--- config.mk ---
export PLATFORM = sky130hd
export DESIGN_NAME = life_ctrl
export DESIGN_NICKNAME = d
export VERILOG_FILES = /design/src/rtl/life_ctrl.sv
export SDC_FILE = /design/constraint.sdc
export NUM_CORES = 1
export LEC_CHECK = 0
export ABC_AREA = 1
export CAP_MARGIN = 15
export CORE_MARGIN = 3
export CORE_UTILIZATION = 30
export DETAILED_ROUTE_END_ITERATION = 10
export PLACE_DENSITY = 0.53
export RECOVER_POWER = 100
export SYNTH_ARGS = -nofsm -noshare
export SYNTH_HDL_FRONTEND = slang
export SYNTH_SLANG_ARGS = --single-unit
--- constraint.sdc ---
create_clock -name frame_clk -period 1.7 [get_ports frame_clk]
set_input_delay 0.34 -clock frame_clk [delete_from_list [all_inputs] [get_ports frame_clk]]
set_output_delay 0.34 -clock frame_clk [all_outputs]
set_load 0.03 [all_outputs]
--- src/rtl/life_ctrl.sv ---
// Pac-Man life controller: ghost contact detection, lives, respawn freeze and game-over.
// Optional post-respawn invulnerability is enabled by defining LIFE_CTRL_INVULN_EN.
module life_ctrl #(
   parameter int unsigned START_LIVES   = 3,
   parameter int unsigned HIT_DIST      = 10,
   parameter int unsigned FREEZE_FRAMES = 60,
   parameter int unsigned INVULN_FRAMES = 90
) (
   input  logic       frame_clk,
   input  logic       Reset,
   input  logic       restart,
   input  logic [9:0] pac_x,
   input  logic [9:0] pac_y,
   input  logic [9:0] ghost_x0,
   input  logic [9:0] ghost_x1,
   input  logic [9:0] ghost_x2,
   input  logic [9:0] ghost_x3,
   input  logic [9:0] ghost_y0,
   input  logic [9:0] ghost_y1,
   input  logic [9:0] ghost_y2,
   input  logic [9:0] ghost_y3,
   output logic       lifeDown,
   output logic [2:0] lives,
   output logic       freeze,
   output logic       game_over,
   output logic [1:0] hit_ghost
);

   localparam logic [1:0] PLAY    = 2'd0;
   localparam logic [1:0] RESPAWN = 2'd1;
   localparam logic [1:0] OVER    = 2'd2;

   // One counter width serves both the freeze and the grace timers.
   localparam int unsigned CNT_MAX = (FREEZE_FRAMES > INVULN_FRAMES) ? FREEZE_FRAMES
                                                                     : INVULN_FRAMES;
   localparam int unsigned CW      = (CNT_MAX > 1) ? $clog2(CNT_MAX + 1) : 1;

   logic [1:0]    state_q, state_d;
   logic [CW-1:0] cnt_q, cnt_d;
   logic [2:0]    lives_q, lives_d;
   logic          life_down_q, life_down_d;
   logic [1:0]    hit_ghost_q, hit_ghost_d;
   logic [CW-1:0] grace_q, grace_d;
   logic          grace_clr;

   logic [9:0] gx [4];
   logic [9:0] gy [4];
   logic [3:0] contact;
   logic       any_hit;
   logic [1:0] hit_idx;

   function automatic logic [9:0] abs_diff(input logic [9:0] a, input logic [9:0] b);
      return (a >= b) ? (a - b) : (b - a);
   endfunction

   assign gx[0] = ghost_x0;
   assign gx[1] = ghost_x1;
   assign gx[2] = ghost_x2;
   assign gx[3] = ghost_x3;
   assign gy[0] = ghost_y0;
   assign gy[1] = ghost_y1;
   assign gy[2] = ghost_y2;
   assign gy[3] = ghost_y3;

   always_comb begin
      contact = '0;
      hit_idx = '0;
      for (int i = 0; i < 4; i++) begin
         contact[i] = (abs_diff(pac_x, gx[i]) <= 10'(HIT_DIST)) &&
                      (abs_diff(pac_y, gy[i]) <= 10'(HIT_DIST));
      end
      // Scan downwards so the lowest-index contact wins.
      for (int i = 3; i >= 0; i--) begin
         if (contact[i]) hit_idx = 2'(i);
      end
   end

   assign any_hit = |contact;

`ifdef LIFE_CTRL_INVULN_EN
   assign grace_clr = (grace_q == '0);
`else
   assign grace_clr = 1'b1;
`endif

   always_comb begin
      state_d     = state_q;
      cnt_d       = cnt_q;
      lives_d     = lives_q;
      life_down_d = 1'b0;
      hit_ghost_d = hit_ghost_q;
      grace_d     = grace_q;
      if (restart) begin
         state_d     = PLAY;
         cnt_d       = '0;
         lives_d     = 3'(START_LIVES);
         hit_ghost_d = '0;
         grace_d     = '0;
      end else begin
         case (state_q)
            PLAY: begin
               if (!grace_clr) begin
                  grace_d = grace_q - 1'b1;
               end else if (any_hit && (lives_q != 3'd0)) begin
                  lives_d     = lives_q - 3'd1;
                  life_down_d = 1'b1;
                  hit_ghost_d = hit_idx;
                  if (lives_q == 3'd1) begin
                     state_d = OVER;
                  end else begin
                     state_d = RESPAWN;
                     cnt_d   = CW'(FREEZE_FRAMES - 1);
                  end
               end
            end
            RESPAWN: begin
               if (cnt_q == '0) begin
                  state_d = PLAY;
`ifdef LIFE_CTRL_INVULN_EN
                  grace_d = CW'(INVULN_FRAMES - 1);
`endif
               end else begin
                  cnt_d = cnt_q - 1'b1;
               end
            end
            OVER: ;
            default: state_d = PLAY;
         endcase
      end
   end

   always_ff @(posedge frame_clk or posedge Reset) begin
      if (Reset) begin
         state_q     <= PLAY;
         cnt_q       <= '0;
         lives_q     <= 3'(START_LIVES);
         life_down_q <= 1'b0;
         hit_ghost_q <= '0;
         grace_q     <= '0;
      end else begin
         state_q     <= state_d;
         cnt_q       <= cnt_d;
         lives_q     <= lives_d;
         life_down_q <= life_down_d;
         hit_ghost_q <= hit_ghost_d;
         grace_q     <= grace_d;
      end
   end

   assign lifeDown  = life_down_q;
   assign lives     = lives_q;
   assign freeze    = (state_q != PLAY);
   assign game_over = (state_q == OVER);
   assign hit_ghost = hit_ghost_q;

endmodule

==> qor.csv, run 1 <==
stage,metric,value,unit
critical_path,FF-to-FF setup slack,0.06,ns
synth,Compound-Gate Fraction of Synth Area,0.0808,
route,via count,13400,
finish,Syn-to-layout area delta,61.7,%
global_route,remaining global-route overflow,0,
finish,layout cells sized above 1,0.345,
sta,Tcrit/Tclk final,1.55,
critical_path,R2R depth,9,
clock_network,TritonCTS buffer count,3,
sta,setup TNS,-13.37,ns
route,WL final,40400,um
pwr,Power Density,445,nW/um2
synth,top post-synthesis cells by area,"nand2_1, ha_1, inv_1",
route,Metal-1 WL,19200,um
synth,"area leader, netlist",nand2_1,
finish,"commonest non-fill, non-tap cell in the layout",nand2_1,
route,WL met3,1620,um
global_route,global-route wire length before repair,64900,um
die,die width,193,um
synth,Synth Area in XOR/XNOR,0.0334,
pwr,Tot Pwr,7550,uW
clock_network,maximum clock insertion buffer count,2,
synth,commonest register cell after synthesis,dfrtp_1,
synth,Syn Std Cell Area,10500,um2
min_path,Hold Path Stages,2,
critical_path,cells along the critical path,dlygate4sd2_1 > buf_4 > ha_1 > nand2_2 > inv_2 > nand2_1 > nor2_1 > nor2_1 > nand2_2 > buf_4 > nor2_1 > nand2_1 > nand2_1 > nand2_1 > nor2_2 > nand2_2 > nand2_4 > inv_2 > nand2_4 > nand2_4 > nand2_8 > nand2_8 > nand2_2 > nand2_1,
synth,"FF+latch count, synth",15,
sta,Slew headroom,0.629,
synth,number of flops mapped to enable cells by yosys,0,
clock_network,clk slew on worst S/H paths,0.05,ns
synth,Mapped Avg Cell Area,5.35,um2
sta,Max Clk Rate,379,MHz
critical_path,Worst path max stage delay,0.31,ns
die,Initial Utilization,0.308,
global_route,initial antenna violation count,0,
critical_path,WP data required,1.83,ns
synth,Synth Area in Simple Gates,0.476,
synth,register area share after synthesis,0.0360,
route,Routed wire per std cell,14.1,um
clock_network,clock sinks,15,
clock_network,Worst-Skew Late Latency,0.24,ns
finish,fillers,3542,
placement,IO buf count,110,
min_path,hold worst-path end,cnt_q[0],
sta,endpoints failing setup,15,
clock_network,"Hold-fix buffers, CTS",0,
die,Top Ports,111,
finish,Final Net Count,2693,
route,vias per cell,4.67,
route,top sig layer,met4,
critical_path,slowest CP cell,ha_1,
route,met2 WL,19100,um
critical_path,worst setup path category,in2reg,
pwr,worst vdd ir,0.345,mV
die,Die Area,37300,um2
global_route,vias in the first global route,13200,
sta,shortest period the worst path allows,2.64,ns
synth,main combinational cell family by area after synthesis,simple AND/OR/NAND/NOR gates,
pwr,cell leakage power,0.00937,uW
route,DRC,0,
critical_path,CP startpoint kind,input pin,
finish,most frequent cells in the layout,"nand2_1, inv_1, buf_4, nand3_1, nand2_2",
flow_run,number of max-cap violations,0,
critical_path,CP endpoint kind,register,
die,Die Height,193,um
synth,Yosys cell types,39,
global_route,pin count of the biggest net entering global routing,16,
route,Initial DRC Count,625,
route,Final ANT Viol Nets,0,
critical_path,WP data arrival,2.77,ns
critical_path,Reg-to-Reg End,cnt_q[3],
clock_network,H-tree depth,1,
run_status,status,finished with violations,
sta,setup slack after layout,-0.939,ns
synth,Adder-Cell Fraction of Synth Area,0.218,
critical_path,"most used cell, CP",nand2_1,
critical_path,largest fanout on the critical path,7,
global_route,GRT Util Overall,0.212,
critical_path,Crit Reg-Reg Startpoint,lives[1],
synth,syn nets,2236,
sta,Slew Limit Fails,0,
min_path,hold path start,cnt_q[0],
sta,RSZ-0062 raised after global routing,yes,
synth,Syn. warnings,0,
sta,worst-margin pin slew,0.556,ns
finish,diode count,0,
synth,area fraction of the dominant cell type after synthesis,0.266,
run_status,failing checks,negative setup slack,
synth,mux share of post-synthesis cell area,0,
placement,gp weighted congestion,0.909,
die,Core Box Area,34000,um2
placement,DPL Wire Length,33300,um
min_path,Hold Crit Class,reg2reg,
route,DRT Pass-1 Iters,5,
sta,clock skew,0.00167,ns
synth,fraction of registers with async set/reset,1.00,
clock_network,CTS tree,built,
die,Rows,67,
sta,Fin. Hold Viols,0,
synth,Syn Inst Count,1960,
clock_network,CTS root buf,clkbuf_16,
worst max-delay path by stage:
| stage | from | to | slack, ns | cells after the start |
|---|---|---|---|---|
| global route | pac_x[1] | cnt_q[4] | -1.11 | 24 |
| CTS | pac_x[1] | cnt_q[6] | -0.97 | 24 |
| global placement | pac_x[1] | cnt_q[0] | -1.83 | 22 |
| detailed placement | pac_x[1] | cnt_q[6] | -1.86 | 22 |
| floorplan | pac_x[1] | cnt_q[0] | -0.71 | 20 |
| finish | ghost_y3[1] | cnt_q[3] | -0.94 | 24 |
flip-flops by register name, indices dropped and copies added, names as in the netlist:
signal / cells
cnt_q: 7
hit_ghost: 2
lifeDown: 1
lives: 3
state_q: 2
cells by family (layout without fill, tap and decap cells):
logic type,count (synthesis),count (layout)
simple gates,1159,1162
buf+inv,427,879
fa+ha+maj,173,173
compound gates,146,147
xor+xnor,40,40
flops,15,15
cell usage after synthesis (2+ instances only):
| cell | count |
|---|---|
| nand2_4 | 9 |
| nand3_1 | 171 |
| buf_2 | 15 |
| o21ai_1 | 8 |
| nand4_1 | 47 |
| nor3_1 | 4 |
| nand3_2 | 8 |
| dfrtp_1 | 13 |
| a31oi_1 | 3 |
| buf_4 | 3 |
| a21oi_1 | 73 |
| nand3b_1 | 7 |
| nand2_1 | 743 |
| a21oi_4 | 3 |
| nor2_4 | 5 |
| or2_2 | 4 |
| clkbuf_1 | 2 |
| inv_1 | 395 |
| o21a_1 | 2 |
| o21bai_1 | 15 |
| fa_1 | 16 |
| xnor2_1 | 6 |
| inv_2 | 11 |
| nand2_2 | 19 |
| xor2_1 | 34 |
| a21o_1 | 2 |
| o211ai_1 | 6 |
| a21oi_2 | 4 |
| o21ai_0 | 29 |
| ha_1 | 157 |
| nor2_1 | 121 |
| and2_1 | 2 |
| nor2_2 | 16 |
| dfstp_2 | 2 |
metal layers:
metal	up-vias	track usage
met1	6061	0.290
met5	-	0
met3	37	0.0103
li1	6945	-
met4	0	0.0259
met2	318	0.378
repair_timing:
item                       4_1_cts  5_1_grt
gates resized for setup        505      148
setup endpoints to repair       19       16
buffers inserted                38       22
pin swaps                      166      101
gates cloned                     3        1
power by group:
part	switching (uW)	internal (uW)	leakage (uW)
registers	90.9	444	0.000191
logic	3680	2880	0.00913
clock network	144	314	0.0000409
critical path, delay by kind of cell:
kind / cells / cell delay (ns)
simple gates: 18 / 1.48
fa+ha+maj: 1 / 0.31
buf+inv: 5 / 0.64
stage by stage:
stage                      util  setup slack, ns  cells  area, um2  hold WS, ns
final                     0.499           -0.939   2864      17000        0.505
after global routing      0.499            -1.11   2864      17000        0.533
after CTS                 0.482           -0.965   2841      16400        0.468
after detailed placement  0.424            -1.86   2797      14400        0.477
after global placement    0.424            -1.83   2797      14400        0.457
after floorplan               -           -0.712   1960      10600        0.240
layout make-up:
| cell class | count | area (um2) | area share |
|---|---|---|---|
| Multi-Input combinational cell | 1522 | 10500 | 0.621 |
| Clock inverter | 1 | 5.00 | 0.000295 |
| Inverter | 406 | 1590 | 0.0935 |
| Timing Repair Buffer | 469 | 3830 | 0.226 |
| Clock buffer | 3 | 75.1 | 0.00442 |
| Tap cell | 448 | 561 | 0.0330 |
| Sequential cell | 15 | 378 | 0.0223 |
Power figures use the tool's default switching activity.
==> run 2: changes to the inputs <==
- RECOVER_POWER: 100 -> unset
- SKIP_LAST_GASP: unset -> 1
==> qor.csv, run 2 (synthesis results as in run 1) <==
stage,metric,value,unit,change
run_status,status,finished with violations,,unchanged
run_status,failing checks,negative setup slack,,unchanged
finish,Final Net Count,2693,,unchanged
pwr,Clock Power Share,0.060,,was 0.061
critical_path,WP data arrival,2.78,ns,was 2.77 ns
route,DRT Pass-1 Iters,5,,unchanged
die,Initial Utilization,0.308,,unchanged
finish,most frequent cells in the layout,"nand2_1, inv_1, buf_4, nand3_1, nand2_2",,unchanged
placement,placed cell area,14400,um2,unchanged
sta,setup slack after layout,-0.944,ns,was -0.939 ns
global_route,vias in the first global route,13200,,unchanged
critical_path,R2R depth,9,,unchanged
die,Die Area,37300,um2,unchanged
placement,IO buf count,110,,unchanged
clock_network,CTS tree,built,,unchanged
critical_path,CP startpoint kind,input pin,,unchanged
route,Final ANT Viol Nets,0,,unchanged
route,WL final,40400,um,about the same
die,Rows,67,,unchanged
route,vias per cell,4.68,,was 4.67
sta,worst hold margin,0.445,ns,was 0.505 ns
clock_network,maximum clock insertion buffer count,2,,unchanged
finish,fin util,0.499,,about the same
sta,Slew Limit Fails,0,,unchanged
route,DRC,0,,unchanged
route,Routed wire per std cell,14.1,um,about the same
pwr,Power Density,445,nW/um2,about the same
finish,diode count,0,,unchanged
pwr,Tot Pwr,7560,uW,was 7550 uW
global_route,GRT Util Overall,0.212,,unchanged
pwr,Comb power frac,0.868,,was 0.869
sta,Max Clk Rate,378,MHz,was 379 MHz
sta,Slew headroom,0.628,,was 0.629
clock_network,Worst-Skew Late Latency,0.24,ns,about the same
min_path,Hold Crit Class,in2async,,was reg2reg
finish,"commonest non-fill, non-tap cell in the layout",nand2_1,,unchanged
global_route,remaining global-route overflow,0,,unchanged
die,Die Height,193,um,unchanged
finish,Syn-to-layout area delta,61.8,%,was 61.7%
flow_run,number of max-cap violations,0,,unchanged
global_route,initial antenna violation count,0,,unchanged
sta,Tcrit/Tclk final,1.56,,was 1.55
global_route,global-route wire length before repair,64900,um,unchanged
finish,storage element area,378,um2,unchanged
global_route,pin count of the biggest net entering global routing,16,,unchanged
finish,number of flip-flops in the largest register,7,,unchanged
pwr,Sw Pwr,3910,uW,was 3920 uW
placement,DPL Wire Length,33300,um,unchanged
critical_path,worst setup path category,in2reg,,unchanged
critical_path,FF-to-FF setup slack,0.08,ns,was 0.06 ns
finish,Top reg by flops,cnt_q,,unchanged
critical_path,CP endpoint kind,register,,unchanged
sta,clock skew,0.00219,ns,was 0.00167 ns
placement,setup slack at placement,-1.86,ns,unchanged
die,Top Ports,111,,unchanged
critical_path,WP data required,1.83,ns,about the same
die,Core Box Area,34000,um2,unchanged
clock_network,H-tree depth,1,,unchanged
clock_network,"Hold-fix buffers, CTS",0,,unchanged
die,die width,193,um,unchanged
route,Initial DRC Count,677,,was 625
clock_network,clock sinks,15,,unchanged
finish,cell area after layout,17000,um2,about the same
sta,RSZ-0062 raised after global routing,yes,,unchanged
sta,Fin. Hold Viols,0,,unchanged
finish,layout cells sized above 1,0.346,,was 0.345
clock_network,clk slew on worst S/H paths,0.05,ns,about the same
critical_path,largest fanout on the critical path,7,,unchanged
pwr,cell leakage power,0.00938,uW,was 0.00937 uW
sta,worst-margin pin slew,0.557,ns,was 0.556 ns
pwr,Sw Share,0.518,,about the same
sta,endpoints failing setup,15,,unchanged
pwr,worst vdd ir,0.345,mV,about the same
clock_network,TritonCTS buffer count,3,,unchanged
pwr,Int Pwr,3650,uW,was 3640 uW
finish,fillers,3542,,unchanged
clock_network,CTS root buf,clkbuf_16,,unchanged
placement,gp weighted congestion,0.909,,unchanged
sta,shortest period the worst path allows,2.64,ns,about the same
route,via count,13400,,about the same
finish,multi-input logic area,10500,um2,unchanged
pwr,Flop pwr share,0.072,,was 0.071
[run 2: changes by cell type in the layout (fill, tap and decap cells not counted), sizes merged]
| cell | before | now |
|---|---|---|
| clkbuf | 15 | 14 |
| clkdlybuf4s50 | 5 | 7 |
| dlygate4sd3 | 2 | 0 |
| dlymetal6s2s | 2 | 3 |
[run 2: critical path, stage by stage]
cell and delay, ns:
dlygate4sd2_1 0.25, buf_4 0.15, ha_1 0.31, nand2_2 0.09, inv_2 0.04, nand2_1 0.06, nor2_1 0.04, nor2_1 0.13
nand2_2 0.13, buf_4 0.15, nor2_1 0.09, nand2_1 0.07, nand2_1 0.09, nand2_1 0.06, nor2_2 0.11, nand2_2 0.08
nand2_4 0.10, inv_2 0.05, nand2_4 0.07, nand2_4 0.08, nand2_8 0.09, nand2_8 0.07, nand2_2 0.06, nand2_1 0.06
[run 2: area by class of cell]
| cell class | count | share of cell area |
|---|---|---|
| clock buffers | 3 | 0.00442 |
| clock inverters | 1 | 0.000295 |
| inverters | 406 | 0.0934 |
| multi-input cells | 1522 | 0.621 |
| flip-flops and latches | 15 | 0.0223 |
| well taps | 448 | 0.0330 |
| repair buffers | 469 | 0.226 |
[run 2: worst paths after layout]
path / start / endpoint
worst max register to register: lives[1] / cnt_q[3]
max in group asynchronous: Reset / lives[1]
worst min-delay path: Reset / lifeDown
worst min register to register: lives[0] / lives[0]
worst max-delay path: ghost_y3[1] / cnt_q[3]
min in group frame_clk: lives[0] / lives[0]
[run 2: stage by stage]
step	std cells	TNS [ns]
after floorplan	1960	-9.67
after global placement	2797	-26.80
after detailed placement	2797	-27.21
after CTS	2841	-13.73
after global routing	2864	-16.05
final	2864	-13.43
[run 2: power by group through the flow]
stage / clock (uW) / sequential, uW / combinational (uW)
after floorplan: 0 / 554 / 3250
after global placement: 0 / 531 / 5430
after detailed placement: 0 / 534 / 5470
after CTS: 467 / 538 / 6220
after global routing: 484 / 548 / 7270
final: 457 / 541 / 6560
[run 2: repair_timing]
item / 4_1_cts / 5_1_grt
setup endpoints to repair: 19 / 16
gates resized for setup: 505 / 148
pin swaps: 166 / 101
buffers inserted: 38 / 22
gates cloned: 3 / 1
[run 2: routing by layer]
metal,global-route usage,routed length (um)
met1,0.290,19200
met2,0.378,19000
met3,0.0103,1580
met4,0.0259,576
met5,0,0
